$ cat config.mk
export PLATFORM = sky130hd
export DESIGN_NAME = dmem_access_ctrl
export DESIGN_NICKNAME = d
export VERILOG_FILES = /design/src/rtl/mips_pkg.sv /design/src/rtl/dmem_timeout_cnt.sv /design/src/rtl/dmem_access_ctrl.sv
export SDC_FILE = /design/constraint.sdc
export NUM_CORES = 1
export LEC_CHECK = 0
export ABC_AREA = 1
export CAP_MARGIN = 0
export CORE_ASPECT_RATIO = 0.9
export CORE_MARGIN = 4
export CORE_UTILIZATION = 37
export CTS_CLUSTER_DIAMETER = 50
export DETAILED_ROUTE_END_ITERATION = 8
export PLACE_DENSITY = 0.86
export SETUP_SLACK_MARGIN = 0.05
export SKIP_CTS_REPAIR_TIMING = 1
export SYNTH_ARGS = -nofsm -noshare
export SYNTH_HDL_FRONTEND = slang
export SYNTH_SLANG_ARGS = --single-unit
export TNS_END_PERCENT = 1
$ cat constraint.sdc
create_clock -name clock -period 3.4 [get_ports clock]
set_clock_uncertainty 0.2 [all_clocks]
set_input_delay 0.68 -clock clock [delete_from_list [all_inputs] [get_ports clock]]
set_output_delay 0.68 -clock clock [all_outputs]
set_load 0.02 [all_outputs]
$ cat src/rtl/mips_pkg.sv
// Shared MIPS pipeline definitions used by the MEM-stage data-memory controller:
// opcodes, the access FSM state type and default widths.
package mips_pkg;

    localparam logic [5:0] OP_LW = 6'h23;
    localparam logic [5:0] OP_SW = 6'h2B;

    localparam int DMEM_ADDR_W  = 32;
    localparam int DMEM_DATA_W  = 32;
    localparam int DMEM_TIMEOUT = 15;
    localparam int DMEM_CNT_W   = 8;

    typedef enum logic [1:0] {
        IDLE   = 2'd0,
        ACCESS = 2'd1,
        DONE   = 2'd2
    } dmem_state_t;

    function automatic logic is_mem_op(input logic valid, input logic [5:0] op);
        return valid && ((op == OP_LW) || (op == OP_SW));
    endfunction

endpackage

$ cat src/rtl/dmem_timeout_cnt.sv
// Saturating 8-bit counter of ACCESS cycles without ack; instantiated by
// dmem_access_ctrl only when DMEM_TIMEOUT_EN is defined.
module dmem_timeout_cnt
    import mips_pkg::*;
#(
    parameter int TIMEOUT = DMEM_TIMEOUT
) (
    input  logic clock,
    input  logic reset,
    input  logic clear_i,
    input  logic en_i,
    output logic expired_o
);

    logic [DMEM_CNT_W-1:0] count_q;
    logic [DMEM_CNT_W-1:0] count_d;

    always_comb begin
        count_d = count_q;
        if (clear_i) begin
            count_d = '0;
        end else if (en_i && (count_q != '1)) begin
            count_d = count_q + DMEM_CNT_W'(1);
        end
    end

    always_ff @(posedge clock or posedge reset) begin
        if (reset) begin
            count_q <= '0;
        end else begin
            count_q <= count_d;
        end
    end

    // Flags the enabled cycle whose increment brings the count to TIMEOUT,
    // so the FSM can leave ACCESS on that same edge.
    assign expired_o = en_i && ((32'(count_q) + 32'd1) == 32'(TIMEOUT));

endmodule

$ cat src/rtl/dmem_access_ctrl.sv
// MEM-stage data-memory controller: sequences LW/SW over a req/ack handshake and
// stalls the pipeline meanwhile. Define DMEM_TIMEOUT_EN to abort accesses stuck past TIMEOUT.
module dmem_access_ctrl
    import mips_pkg::*;
#(
    parameter int ADDR_W  = DMEM_ADDR_W,
    parameter int DATA_W  = DMEM_DATA_W,
    parameter int TIMEOUT = DMEM_TIMEOUT
) (
    input  logic              clock,
    input  logic              reset,
    input  logic              ex_valid,
    input  logic [5:0]        ex_op,
    input  logic [ADDR_W-1:0] ex_addr,
    input  logic [DATA_W-1:0] ex_wdata,
    output logic              mem_req,
    output logic              mem_we,
    output logic [ADDR_W-1:0] mem_addr,
    output logic [DATA_W-1:0] mem_wdata,
    input  logic              mem_ack,
    input  logic [DATA_W-1:0] mem_rdata,
    output logic              stall,
    output logic [DATA_W-1:0] load_data,
    output logic              load_valid,
    output logic              error
);

    if ((TIMEOUT < 1) || (TIMEOUT > 255)) begin : gBadTimeout
        $error("dmem_access_ctrl: TIMEOUT must be within 1..255");
    end

    dmem_state_t       state_q,    state_d;
    logic [ADDR_W-1:0] memAddr_q,  memAddr_d;
    logic [DATA_W-1:0] memWdata_q, memWdata_d;
    logic              memWe_q,    memWe_d;
    logic [DATA_W-1:0] loadData_q, loadData_d;
    logic              err_q,      err_d;

    logic isMem;
    logic aligned;
    logic timedOut;

    assign isMem   = is_mem_op(ex_valid, ex_op);
    assign aligned = (ex_addr[1:0] == 2'b00);

`ifdef DMEM_TIMEOUT_EN
    logic cntClear;
    logic cntEn;

    assign cntClear = (state_q != ACCESS);
    assign cntEn    = (state_q == ACCESS) && !mem_ack;

    dmem_timeout_cnt #(
        .TIMEOUT(TIMEOUT)
    ) uTimeoutCnt (
        .clock    (clock),
        .reset    (reset),
        .clear_i  (cntClear),
        .en_i     (cntEn),
        .expired_o(timedOut)
    );
`else
    assign timedOut = 1'b0;
`endif

    // Request fields are latched only on issue; ex_* is ignored in DONE so the
    // instruction still sitting in EX/MEM is never issued twice.
    always_comb begin
        state_d    = state_q;
        memAddr_d  = memAddr_q;
        memWdata_d = memWdata_q;
        memWe_d    = memWe_q;
        loadData_d = loadData_q;
        err_d      = err_q;

        unique case (state_q)
            IDLE: begin
                if (isMem) begin
                    if (aligned) begin
                        memAddr_d  = ex_addr;
                        memWdata_d = ex_wdata;
                        memWe_d    = (ex_op == OP_SW);
                        err_d      = 1'b0;
                        state_d    = ACCESS;
                    end else begin
                        err_d   = 1'b1;
                        state_d = DONE;
                    end
                end
            end
            ACCESS: begin
                if (mem_ack) begin
                    if (!memWe_q) begin
                        loadData_d = mem_rdata;
                    end
                    err_d   = 1'b0;
                    state_d = DONE;
                end else if (timedOut) begin
                    if (!memWe_q) begin
                        loadData_d = '0;
                    end
                    err_d   = 1'b1;
                    state_d = DONE;
                end
            end
            DONE: begin
                err_d   = 1'b0;
                state_d = IDLE;
            end
            default: begin
                state_d = IDLE;
            end
        endcase
    end

    always_ff @(posedge clock or posedge reset) begin
        if (reset) begin
            state_q    <= IDLE;
            memAddr_q  <= '0;
            memWdata_q <= '0;
            memWe_q    <= 1'b0;
            loadData_q <= '0;
            err_q      <= 1'b0;
        end else begin
            state_q    <= state_d;
            memAddr_q  <= memAddr_d;
            memWdata_q <= memWdata_d;
            memWe_q    <= memWe_d;
            loadData_q <= loadData_d;
            err_q      <= err_d;
        end
    end

    // mem_req decodes straight from the state so an async reset drops it at once.
    assign mem_req    = (state_q == ACCESS);
    assign mem_we     = memWe_q;
    assign mem_addr   = memAddr_q;
    assign mem_wdata  = memWdata_q;
    assign stall      = ((state_q == IDLE) && isMem) || (state_q == ACCESS);
    assign load_data  = loadData_q;
    assign load_valid = (state_q == DONE) && !memWe_q && !err_q;
    assign error      = (state_q == DONE) && err_q;

endmodule
==> impl_metrics.toml <==
[yosys]
synth_top_cells_by_area = "sky130_fd_sc_hd__dfrtp_1 58%, sky130_fd_sc_hd__o21ai_2 11%, sky130_fd_sc_hd__mux2_2 8.4%, sky130_fd_sc_hd__inv_1 6.7%, sky130_fd_sc_hd__nand2_1 6.6%"
syn-instance-count = 386
yosysWarningCount = 0
yosysSeqAreaShare_pct = 58.38
post-synth-top-area-fraction_pct = 58.38
ys_ff_latch = 100
syn_area_per_cell_um2 = 11.11
syn_nets = 496
syn-cell-area_um2 = 4287
synth.distinct_cells = 19
synth_top_cell_by_area = "sky130_fd_sc_hd__dfrtp_1"

[worst_setup_path]
end_kind = "output port"
setup.worst_path.start = "ex_op[5]"
path_max_fanout = 3
crit_arrival_ns = 2.19
r2r-start = "state_q[0]"
crit_required_ns = 2.52
path_class = "input pin to output port"
worstSetupStartpointType = "input pin"

[global_routing]
grt-ovfl-total = 0
grt_antenna_before_repair = 0
first_global_vias = 3374
grt_first_pass_wirelength_mm = 16.08
globalRouteTotalUtil_pct = 15.29
maximum_number_of_pins_on_one_net_before_global_route_repair = 70

[sta]
final_min_period_over_clock_period_pct = 90.39
max_slew.worst_pin.slew_ns = 0.7081
slew_violations = 0
timing.final.crit_period_ns = 3.073
finalSetupViolCount = 0
relSlewSlack_pct = 52.70
final_count_of_hold_timing_violations = 0
fin_tns_setup_ns = 0
rsz0062_at_grt = "no"
achievable-frequency_mhz = 325.4

[clock_network]
cts_buffer_depth = 2
cts_tree = "built"
h-tree-depth = 3
count_of_clock_tree_sinks = 100
cts_buffer_count = 9
ctsRootBufferMaster = "sky130_fd_sc_hd__clkbuf_16"
cts.clk_slew.worst_paths_ns = 0.06
clock_latency_ns = 0.33

[power_and_ir_drop]
powerDensity_nw_per_um2 = 490.1
power.ir.vdd_worst_v = 0.0002818
static_leakage_nw = 3.260

[floorplanning]
initial_core_util_pct = 37.64
rows = 37
core_um2 = 11390
die_area_um2 = 13370
die_span_y_um = 110.1
chipWidth_um = 121.5
io-pin-count = 207

[layout]
final-seq-area_um2 = 2502
multiInputGateArea_um2 = 1326
num_antenna_cells = 0
fillCellCount = 967
fin_util_pct = 59.26
nNetsFinal = 700
final_layout_size_suffix_gt1_share_pct = 18.86
synthToLayoutAreaGrowth_pct = 57.44

[drt]
dr.max_layer_used = "met4"
routed_via_density = 4.355
route.vias.total = 3266
detail_route.iter0.violations = 170
routedLengthMet1_mm = 4.112
detail-route-antenna-nets = 0
number_of_remaining_drc_errors = 0
met3_wirelength_um = 617
route.final.wire_length_mm = 10.52
avgRoutedWirePerCell_um = 14.03
detail_route.first_pass.iterations = 4
detailroute.wirelength.met2_mm = 5.543

[placement]
dp_hpwl_mm = 8.294
place.gp.congestion = 0.8349
portBuffers = 206

[job]
maxCapViolations = 0

[outcome]
status = "completed"

[min_path]
worst_hold_path_startpoint = "mem_addr[0]"
hold_crit_path_type = "register to register"
[final timing paths]
check                                end  slack, ns  cells after the start
hold reg to reg              mem_addr[0]       0.26                      2
setup reg to reg            mem_addr[11]       1.38                      6
setup / recovery                   stall       0.33                      6
hold / removal               mem_addr[0]       0.26                      2
min in group asynchronous  mem_wdata[16]       0.61                      2
max in group asynchronous     state_q[1]       1.61                      3
[state kept, by name (all words and copies together) (netlist names)]
register   flops
err_q          1
load_data     32
mem_wdata     32
mem_we         1
state_q        2
mem_addr      32
[kinds of logic (layout without fill, tap and decap cells)]
family,after synthesis,after routing,synth area share [%]
AND/OR/NAND/NOR,90,90,8.465
adder cells (fa/ha/maj),4,4,1.168
AO/OA/AOI/OAI,66,66,12.61
multiplexers,32,32,8.406
buffers and inverters,94,302,10.97
flip-flops,100,100,58.38
[placed cells by master (no fill, tap or decap), types with 2 or more instances in the layout]
cell and n:
sky130_fd_sc_hd__buf_12 3, sky130_fd_sc_hd__nand2_1 75, sky130_fd_sc_hd__nand3_1 2, sky130_fd_sc_hd__ha_1 4
sky130_fd_sc_hd__o21ai_2 56, sky130_fd_sc_hd__o21ai_0 2, sky130_fd_sc_hd__clkbuf_8 2, sky130_fd_sc_hd__inv_1 75
sky130_fd_sc_hd__clkdlybuf4s50_1 206, sky130_fd_sc_hd__dfrtp_1 100, sky130_fd_sc_hd__clkbuf_16 9, sky130_fd_sc_hd__nand4_1 2
sky130_fd_sc_hd__clkinvlp_4 2, sky130_fd_sc_hd__mux2_2 32, sky130_fd_sc_hd__o21ai_1 8, sky130_fd_sc_hd__nor2_1 6
[layer usage]
layer / up-vias / GRT usage, %
met5: - / 0
met4: 0 / 5.520
met3: 20 / 5.051
met2: 115 / 27.50
met1: 1542 / 17.01
li1: 1589 / -
[synth_stat cells (all sizes together)]
library cell	instances
o21ai	66
nand2	75
inv	77
nand3	3
buf	17
nand4	2
dfrtp	100
mux2	32
ha	4
nor2	8
nor3b	1
or2	1
[through the flow]
stage | setup slack, ns | std cells | total power, mW | area [µm²] | hold WS (ns)
final | 0.3268 | 750 | 3.308 | 6749 | 0.2643
after global routing | 0.2324 | 750 | 3.469 | 6749 | 0.2961
after CTS | 0.3232 | 750 | 3.363 | 6749 | 0.2686
after detailed placement | 0.3190 | 735 | 2.325 | 6446 | 0.2513
after global placement | 0.3777 | 735 | 2.293 | 6446 | 0.2520
after floorplan | 1.130 | 386 | 1.834 | 4290 | 0.2636
[worst max-delay path, cell delays in order]
cell and delay [ns]:
sky130_fd_sc_hd__clkdlybuf4s50_1 0.45, sky130_fd_sc_hd__inv_1 0.07, sky130_fd_sc_hd__nor2_4 0.11, sky130_fd_sc_hd__nand3_1 0.09, sky130_fd_sc_hd__o21ai_0 0.16, sky130_fd_sc_hd__clkdlybuf4s50_1 0.63
[power breakdown]
part	internal (mW)	total [mW]	switching, mW
Sequential	1.33	1.41	0.0794
Clock	0.608	1.02	0.410
Combinational	0.463	0.878	0.415
[layout make-up]
cell class / count / share of cell area [%]
inverter: 77 / 4.338
tap: 156 / 2.892
clock buffer: 12 / 3.801
multi-input combinational: 192 / 19.65
sequential: 100 / 37.08
clock inverter: 3 / 0.6859
timing repair buffer: 210 / 31.55
Power figures use the tool's default switching activity.
